`src/rtl/muldiv_issue_arbiter.sv`:
```
// Round-robin issue arbiter for a shared MUL/DIV unit. Tracks in-flight
// multiplies in a valid/tag shift register and a single divide via a small
// FSM, and drives one backpressured writeback slot toward the CDB.
module muldiv_issue_arbiter #(
  parameter int unsigned NUM_REQ     = 4,
  parameter int unsigned TAG_WIDTH   = 6,
  parameter int unsigned MUL_LATENCY = 3,
  parameter int unsigned DIV_LATENCY = 33
) (
  input  logic                           clk,
  input  logic                           rst,
  input  logic [NUM_REQ-1:0]             req_valid,
  input  logic [NUM_REQ-1:0]             req_is_div,
  input  logic [NUM_REQ*TAG_WIDTH-1:0]   req_tag,
  output logic [NUM_REQ-1:0]             grant,
  input  logic                           clear_en,
  output logic                           fu_start,
  output logic                           fu_is_div,
  output logic                           fu_stall,
  output logic                           fu_kill,
  output logic                           wb_valid,
  output logic [TAG_WIDTH-1:0]           wb_tag,
  input  logic                           wb_ready
);

  localparam int unsigned PTR_W = $clog2(NUM_REQ);
  localparam int unsigned CNT_W = $clog2(DIV_LATENCY);

  typedef enum logic [1:0] {
    S_IDLE,
    S_DIV_BUSY,
    S_DIV_WB
  } state_e;

  state_e                 state_q, state_d;
  logic [CNT_W-1:0]       div_cnt_q, div_cnt_d;
  logic [PTR_W-1:0]       rr_ptr_q, rr_ptr_d;
  logic [MUL_LATENCY-1:0] mul_vld_q, mul_vld_d;
  logic [TAG_WIDTH-1:0]   mul_tag_q [MUL_LATENCY];
  logic [TAG_WIDTH-1:0]   mul_tag_d [MUL_LATENCY];
  logic [TAG_WIDTH-1:0]   div_tag_q, div_tag_d;

  logic [TAG_WIDTH-1:0]   req_tag_arr [NUM_REQ];
  logic                   mul_stall;
  logic                   arb_en;
  logic [PTR_W-1:0]       gnt_idx;
  logic                   gnt_div;
  logic [TAG_WIDTH-1:0]   gnt_tag;
  logic                   mul_wb;
  logic                   div_wb;

  // Unpack the flat per-queue tag bus.
  always_comb begin
    for (int unsigned i = 0; i < NUM_REQ; i++) begin
      req_tag_arr[i] = req_tag[i*TAG_WIDTH +: TAG_WIDTH];
    end
  end

  assign mul_wb    = mul_vld_q[MUL_LATENCY-1];
  assign div_wb    = (state_q == S_DIV_WB);
  assign mul_stall = mul_wb & ~wb_ready;
  assign arb_en    = rst & (state_q == S_IDLE) & ~clear_en & ~mul_stall;

  // Round-robin search starting at rr_ptr; a DIV is only eligible with an empty mul pipe.
  always_comb begin
    int unsigned      pos;
    logic [PTR_W-1:0] cand;
    logic             found;
    grant   = '0;
    gnt_idx = '0;
    gnt_div = 1'b0;
    gnt_tag = '0;
    found   = 1'b0;
    for (int unsigned k = 0; k < NUM_REQ; k++) begin
      pos = 32'(rr_ptr_q) + k;
      if (pos >= NUM_REQ) pos = pos - NUM_REQ;
      cand = pos[PTR_W-1:0];
      if (!found && arb_en && req_valid[cand] &&
          (!req_is_div[cand] || (mul_vld_q == '0))) begin
        found       = 1'b1;
        grant[cand] = 1'b1;
        gnt_idx     = cand;
        gnt_div     = req_is_div[cand];
        gnt_tag     = req_tag_arr[cand];
      end
    end
  end

  assign fu_start  = |grant;
  assign fu_is_div = fu_start & gnt_div;
  assign fu_stall  = mul_stall;
  assign fu_kill   = clear_en & rst;
  assign wb_valid  = ~clear_en & (mul_wb | div_wb);
  assign wb_tag    = !wb_valid ? '0 : (mul_wb ? mul_tag_q[MUL_LATENCY-1] : div_tag_q);

  // Next-state: flush wins; otherwise advance mul pipe (unless stalled), divide FSM and rr pointer.
  always_comb begin
    state_d   = state_q;
    div_cnt_d = div_cnt_q;
    rr_ptr_d  = rr_ptr_q;
    mul_vld_d = mul_vld_q;
    mul_tag_d = mul_tag_q;
    div_tag_d = div_tag_q;
    if (clear_en) begin
      mul_vld_d = '0;
      state_d   = S_IDLE;
      div_cnt_d = '0;
    end else begin
      if (!mul_stall) begin
        for (int unsigned i = 1; i < MUL_LATENCY; i++) begin
          mul_vld_d[i] = mul_vld_q[i-1];
          mul_tag_d[i] = mul_tag_q[i-1];
        end
        mul_vld_d[0] = fu_start & ~gnt_div;
        mul_tag_d[0] = gnt_tag;
      end
      unique case (state_q)
        S_IDLE: begin
          if (fu_start && gnt_div) begin
            state_d   = S_DIV_BUSY;
            div_cnt_d = CNT_W'(DIV_LATENCY - 1);
            div_tag_d = gnt_tag;
          end
        end
        S_DIV_BUSY: begin
          if (div_cnt_q == CNT_W'(1)) begin
            state_d   = S_DIV_WB;
            div_cnt_d = '0;
          end else begin
            div_cnt_d = div_cnt_q - 1'b1;
          end
        end
        S_DIV_WB: begin
          if (wb_ready) state_d = S_IDLE;
        end
        default: state_d = S_IDLE;
      endcase
      if (fu_start) begin
        rr_ptr_d = (gnt_idx == PTR_W'(NUM_REQ - 1)) ? '0 : gnt_idx + 1'b1;
      end
    end
  end

  // State registers with asynchronous active-low reset.
  always_ff @(posedge clk or negedge rst) begin
    if (!rst) begin
      state_q   <= S_IDLE;
      div_cnt_q <= '0;
      rr_ptr_q  <= '0;
      mul_vld_q <= '0;
      mul_tag_q <= '{default: '0};
      div_tag_q <= '0;
    end else begin
      state_q   <= state_d;
      div_cnt_q <= div_cnt_d;
      rr_ptr_q  <= rr_ptr_d;
      mul_vld_q <= mul_vld_d;
      mul_tag_q <= mul_tag_d;
      div_tag_q <= div_tag_d;
    end
  end

endmodule

```
`config.mk`:
```
export PLATFORM = sky130hd
export DESIGN_NAME = muldiv_issue_arbiter
export DESIGN_NICKNAME = d
export VERILOG_FILES = /design/src/rtl/muldiv_issue_arbiter.sv
export SDC_FILE = /design/constraint.sdc
export NUM_CORES = 1
export LEC_CHECK = 0
export BUFFER_PORTS_ARGS = -buffer_cell sky130_fd_sc_hd__clkbuf_2
export CAP_MARGIN = 30
export CORE_ASPECT_RATIO = 1.2
export CORE_MARGIN = 10
export CORE_UTILIZATION = 40
export DETAILED_ROUTE_END_ITERATION = 7
export PLACE_DENSITY = 0.68
export REMOVE_ABC_BUFFERS = 1
export SETUP_SLACK_MARGIN = 0.02
export SLEW_MARGIN = 10
export SYNTH_ARGS = -nofsm -noshare
export SYNTH_HDL_FRONTEND = slang
export SYNTH_SLANG_ARGS = --single-unit
```
`constraint.sdc`:
```
create_clock -name clk -period 3.8 [get_ports clk]
set_input_delay 0.38 -clock clk [delete_from_list [all_inputs] [get_ports clk]]
set_output_delay 0.38 -clock clk [all_outputs]
set_load 0.03 [all_outputs]
```
# [Word level (Yosys, flattened, before mapping)]
# Cells that the tools add are included.
[op_classes] n_lt_le_gt_ge=16 reduce_logical=36 eq_ne=8 n_mux=73 addsub=9 bitwise_logic=20
[op_table] operator="2-to-1 mux 6 bit" count=17
[op_table] operator="binary-select mux 6 bit (select 2 bit)" count=4
[op_table] operator="2-to-1 mux 2 bit" count=13
[op_table] operator=">= comparator 3 bit (second input constant)" count=7
[op_table] operator="2-to-1 mux 1 bit" count=19
[op_table] operator="binary-select mux 1 bit (select 2 bit)" count=8
[op_table] operator="logical AND 1 bit" count=16
[op_table] operator="2-to-1 mux 4 bit" count=4
[op_table] operator="less-than comparator 2 x 3 -> 1 bit (second input constant)" count=4
[op_table] operator="inverter 2 -> 3 bit" count=4
[op_table] operator="bitwise OR 4 bit" count=3
[op_table] operator="case mux 6 bit (2 select lines)" count=1
[op_table] operator="AND 1 bit" count=8
[op_table] operator="demux 1 bit (select 2 bit)" count=4
[op_table] operator=">= comparator 2 x 1 -> 1 bit (second input constant)" count=4
[op_table] operator="subtractor 2 x 1 -> 2 bit (second input constant)" count=4
[op_table] operator="zero test 1 bit" count=7
[op_table] operator="adder 2 x 2 -> 3 bit (second input constant)" count=2
[op_table] operator="== test 6 x 1 -> 1 bit (second input constant)" count=1
[op_table] operator="2-to-1 mux 3 bit" count=2
[op_table] operator="inequality test 3 bit (second input constant)" count=2
[op_table] operator="case mux 2 bit (3 select lines)" count=1
[op_table] operator="AND reduction 2 bit" count=3
[op_table] operator="AND reduction 3 bit" count=2
[op_table] operator="other kinds (15)" count=22
[totals] elab_cells=170 out_inout_bits=15 regBits=37 input_bits=36

# [Longest topological paths before layout]
[depth] ltp_word=28 mapped_depth=15 ltp_nobuf=11

# [Worst setup path after synthesis]
# Ideal clock, no wire load.
[synth_timing] kind="register to register" start="register (tool-made name)" end="register div_tag_q[0]" setup_ns=0.125 t_required_ns=3.675 slack_ns=-0.265 t_arrival_ns=3.940 synth_period_minus_slack_ns=4.065 stages_incl_launch_ff=16 n_path_buf=4 cell_sequence="dfrtp_1 buf_2 buf_1 inv_1 ha_1 buf_6 mux4_2 a21boi_4 nor3b_1 a22o_1 a211o_1 or3_1 buf_4 nand2_4 inv_4 mux2_4"
[synth_rtl] element="to (signal assigned)" line_no="159" rtl="div_tag_q <= div_tag_d;"
[synth_rtl] element="to (decl)" line_no="41" rtl="logic [TAG_WIDTH-1:0] div_tag_q, div_tag_d;"

==> impl_metrics.env <==
export IMPL_status="finished clean"
export IMPL_drc_errors=0
export IMPL_switchingPower_mw=1.15
export IMPL_routedWlPerCell_um=16.3
export IMPL_reg2regPathDepth=9
export IMPL_setup_violations=0
export IMPL_grt_pass1_vias=2623
export IMPL_cp_end_kind="output pin"
export IMPL_syn2layout_area_growth_pct=16.5
export IMPL_fp_dieH_um=114
export IMPL_post_cts_buffers=0
export IMPL_clk_latency_ns=0.30
export IMPL_synthTopCellsByArea="dfrtp_1, mux2i_1, nand2_1"
export IMPL_cts_max_level=2
export IMPL_p_comb_share_pct=59.1
export IMPL_dp_hpwl_um=5730
export IMPL_crit_arrival_ns=3.31
export IMPL_ant_nets=0
export IMPL_netlist_area_sq_um=2920
export IMPL_final_core_util_pct=47.3
export IMPL_grt_pass1_wl_um=12400
export IMPL_rsz0062_at_grt="no"
export IMPL_max_freq_mhz=271
export IMPL_r2r_setup_slack_ns=0.53
export IMPL_antenna_found_initial=0
export IMPL_root_buffer="clkbuf_8"
export IMPL_internal_power_mw=1.50
export IMPL_num_vias=2715
export IMPL_final_setup_skew_ns=0.0102
export IMPL_yosys_top_cells_count="nand2_1, dfrtp_1, mux2i_1"
export IMPL_critical_path_max_fanout=40
export IMPL_drive_above_1_share_pct=23.3
export IMPL_fin_crit_ns=3.69
export IMPL_portBuffers=50
export IMPL_worst_pin_slew_ns=0.851
export IMPL_drt_vias_per_instance=5.86
export IMPL_die_w_um=98.0
export IMPL_clk_pin_slew_worst_paths_ns=0.08
export IMPL_clkPwrFrac_pct=15.9
export IMPL_max_cap_violations=0
export IMPL_gp_congestion=0.862
export IMPL_finalHoldViolations=0
export IMPL_dr_pass1_iters=4
export IMPL_dp_slack_ns=0.255
export IMPL_io_pins=51
export IMPL_power_density_nw_per_um2=778
export IMPL_grt_overflow_total=0
export IMPL_initial_core_util_pct=40.6
export IMPL_num_rows=34
export IMPL_cts_sinks=37
export IMPL_routed_wl_um=7540
export IMPL_start_kind="flip-flop"
export IMPL_yosysMostFrequentCell="nand2_1"
export IMPL_cts_buffers=5
export IMPL_yosys_register_bits=37
export IMPL_pwr_share_seq_pct=25.0
export IMPL_ys_async_sr_fraction_pct=100
export IMPL_nFillCells=703
export IMPL_yosysWarnings=0
export IMPL_cts_hold_buf=0
export IMPL_antenna_cells=0
export IMPL_avgSynthCellArea_sq_um=8.91
export IMPL_synth_cell_type_count=52
export IMPL_cts_max_path_buffers=2
export IMPL_critPathKind="flip-flop to output pin"
export IMPL_maxSlewHeadroom_pct=43.0
export IMPL_drv_slew=0
export IMPL_holdCritPathClass="primary input to async pin"
export IMPL_track_usage_pct=13.0
export IMPL_synth_yosys_seq_area_share_pct=31.7
export IMPL_synth_main_ff_cell="dfrtp_1"
export IMPL_peakVddDrop_mv=0.342
export IMPL_yosys_area_top_type="dfrtp_1"
export IMPL_synth_top_area_share_pct=31.7
export IMPL_swShare_pct=43.3
export IMPL_nets=415
export IMPL_synth_edf_count=0
export IMPL_required_ns=3.42
export IMPL_netlist_instances=328
export IMPL_period_share_pct=97.0
export IMPL_tritoncts="yes"
export IMPL_grt_max_degree=41
export IMPL_core_area_sq_um=7190
export IMPL_worst_slack_ns=0.112
export IMPL_first_iter_violations=183
export IMPL_die_area_sq_um=11100
export IMPL_p_leak_nw=1.66
-- power groups by stage --
stage / clock [mW] / sequential (mW) / combinational (mW)
4_1_cts: 0.426 / 0.661 / 1.56
6_report: 0.422 / 0.662 / 1.56
3_5_place_dp: 0 / 0.668 / 1.53
2_1_floorplan: 0 / 0.724 / 1.10
3_3_place_gp: 0 / 0.663 / 1.48
5_1_grt: 0.442 / 0.685 / 1.73
-- worst paths after layout --
path                           endpoint          from
setup reg to reg            rr_ptr_q[1]     flip-flop
hold reg to reg            mul_tag_q[3]  mul_tag_q[9]
hold / removal             mul_vld_q[0]           rst
min in group clk             state_q[1]      wb_ready
max in group asynchronous     async pin           rst
setup / recovery               fu_start     flip-flop
-- final cells by class --
| class | count | area, sq um | area share [%] |
|---|---|---|---|
| multi-input cells | 256 | 1860 | 54.7 |
| flip-flops and latches | 37 | 927 | 27.2 |
| repair buffers | 56 | 302 | 8.86 |
| well taps | 90 | 113 | 3.31 |
| clock buffers | 5 | 68.8 | 2.02 |
| clock inverters | 3 | 68.8 | 2.02 |
| inverters | 16 | 62.6 | 1.84 |
-- per-layer routing --
metal / up-vias / part of all wire [%] / global-route usage (%)
met5: - / 0 / 0
li1: 1307 / - / -
met1: 1317 / 42 / 15.0
met4: 0 / 1.6 / 3.40
met2: 81 / 50 / 22.8
met3: 10 / 6.2 / 3.93
-- logic make-up after synthesis --
family	after synthesis	synth area share, %
and+or+nand+nor	117	18.5
adders and majority gates	7	3.00
buffers and inverters	35	5.35
muxes	47	20.6
xor gates and xnor gates	1	0.300
AOI/OAI and AO/OA	84	20.6
DFF	37	31.7
-- through the flow --
stage	power, mW	hold slack (ns)	instance area (sq um)	TNS, ns	cells
6_report	2.65	0.127	3400	0	463
5_1_grt	2.86	0.178	3400	0	463
4_1_cts	2.65	0.151	3390	0	463
3_5_place_dp	2.20	0.455	3240	0	455
3_3_place_gp	2.14	0.445	3240	0	455
2_1_floorplan	1.82	0.0844	2830	-21.09	309
-- flip-flops by register name (all words and copies together), names as in the netlist, named ones only --
register and cells:
mul_vld_q 3, div_cnt_q 6, mul_tag_q 18, rr_ptr_q 1
state_q 2, div_tag_q 6
-- critical path, cell delays in order (launching register included) --
cell      delay, ns
dfrtp_2        0.37
clkbuf_8       0.34
mux4_2         0.62
a21boi_4       0.27
nor3b_2        0.11
a22o_1         0.26
a211o_1        0.31
or3_4          0.36
buf_4          0.17
clkbuf_2       0.18
-- repair_timing --
action / in CTS / in global routing
pin swaps: 0 / 1
gates resized for setup: 3 / 4
endpoints found under the setup margin: 2 / 2
-- cell usage in the layout (no fill, tap or decap), drive strengths merged, types with 3 or more instances in the layout --
master   n
inv     17
and3     3
o221ai  13
or3      5
nand2   58
and2     4
ha       7
clkbuf  55
nor2    21
nand3    9
o22ai   12
mux2     7
mux2i   32
nor3     6
dfrtp   37
a21o     8
o21ai   19
a22oi    5
mux4     8
a31oi    3
a21oi    9
buf      6
No activity file was read; power rests on OpenSTA's default activity.
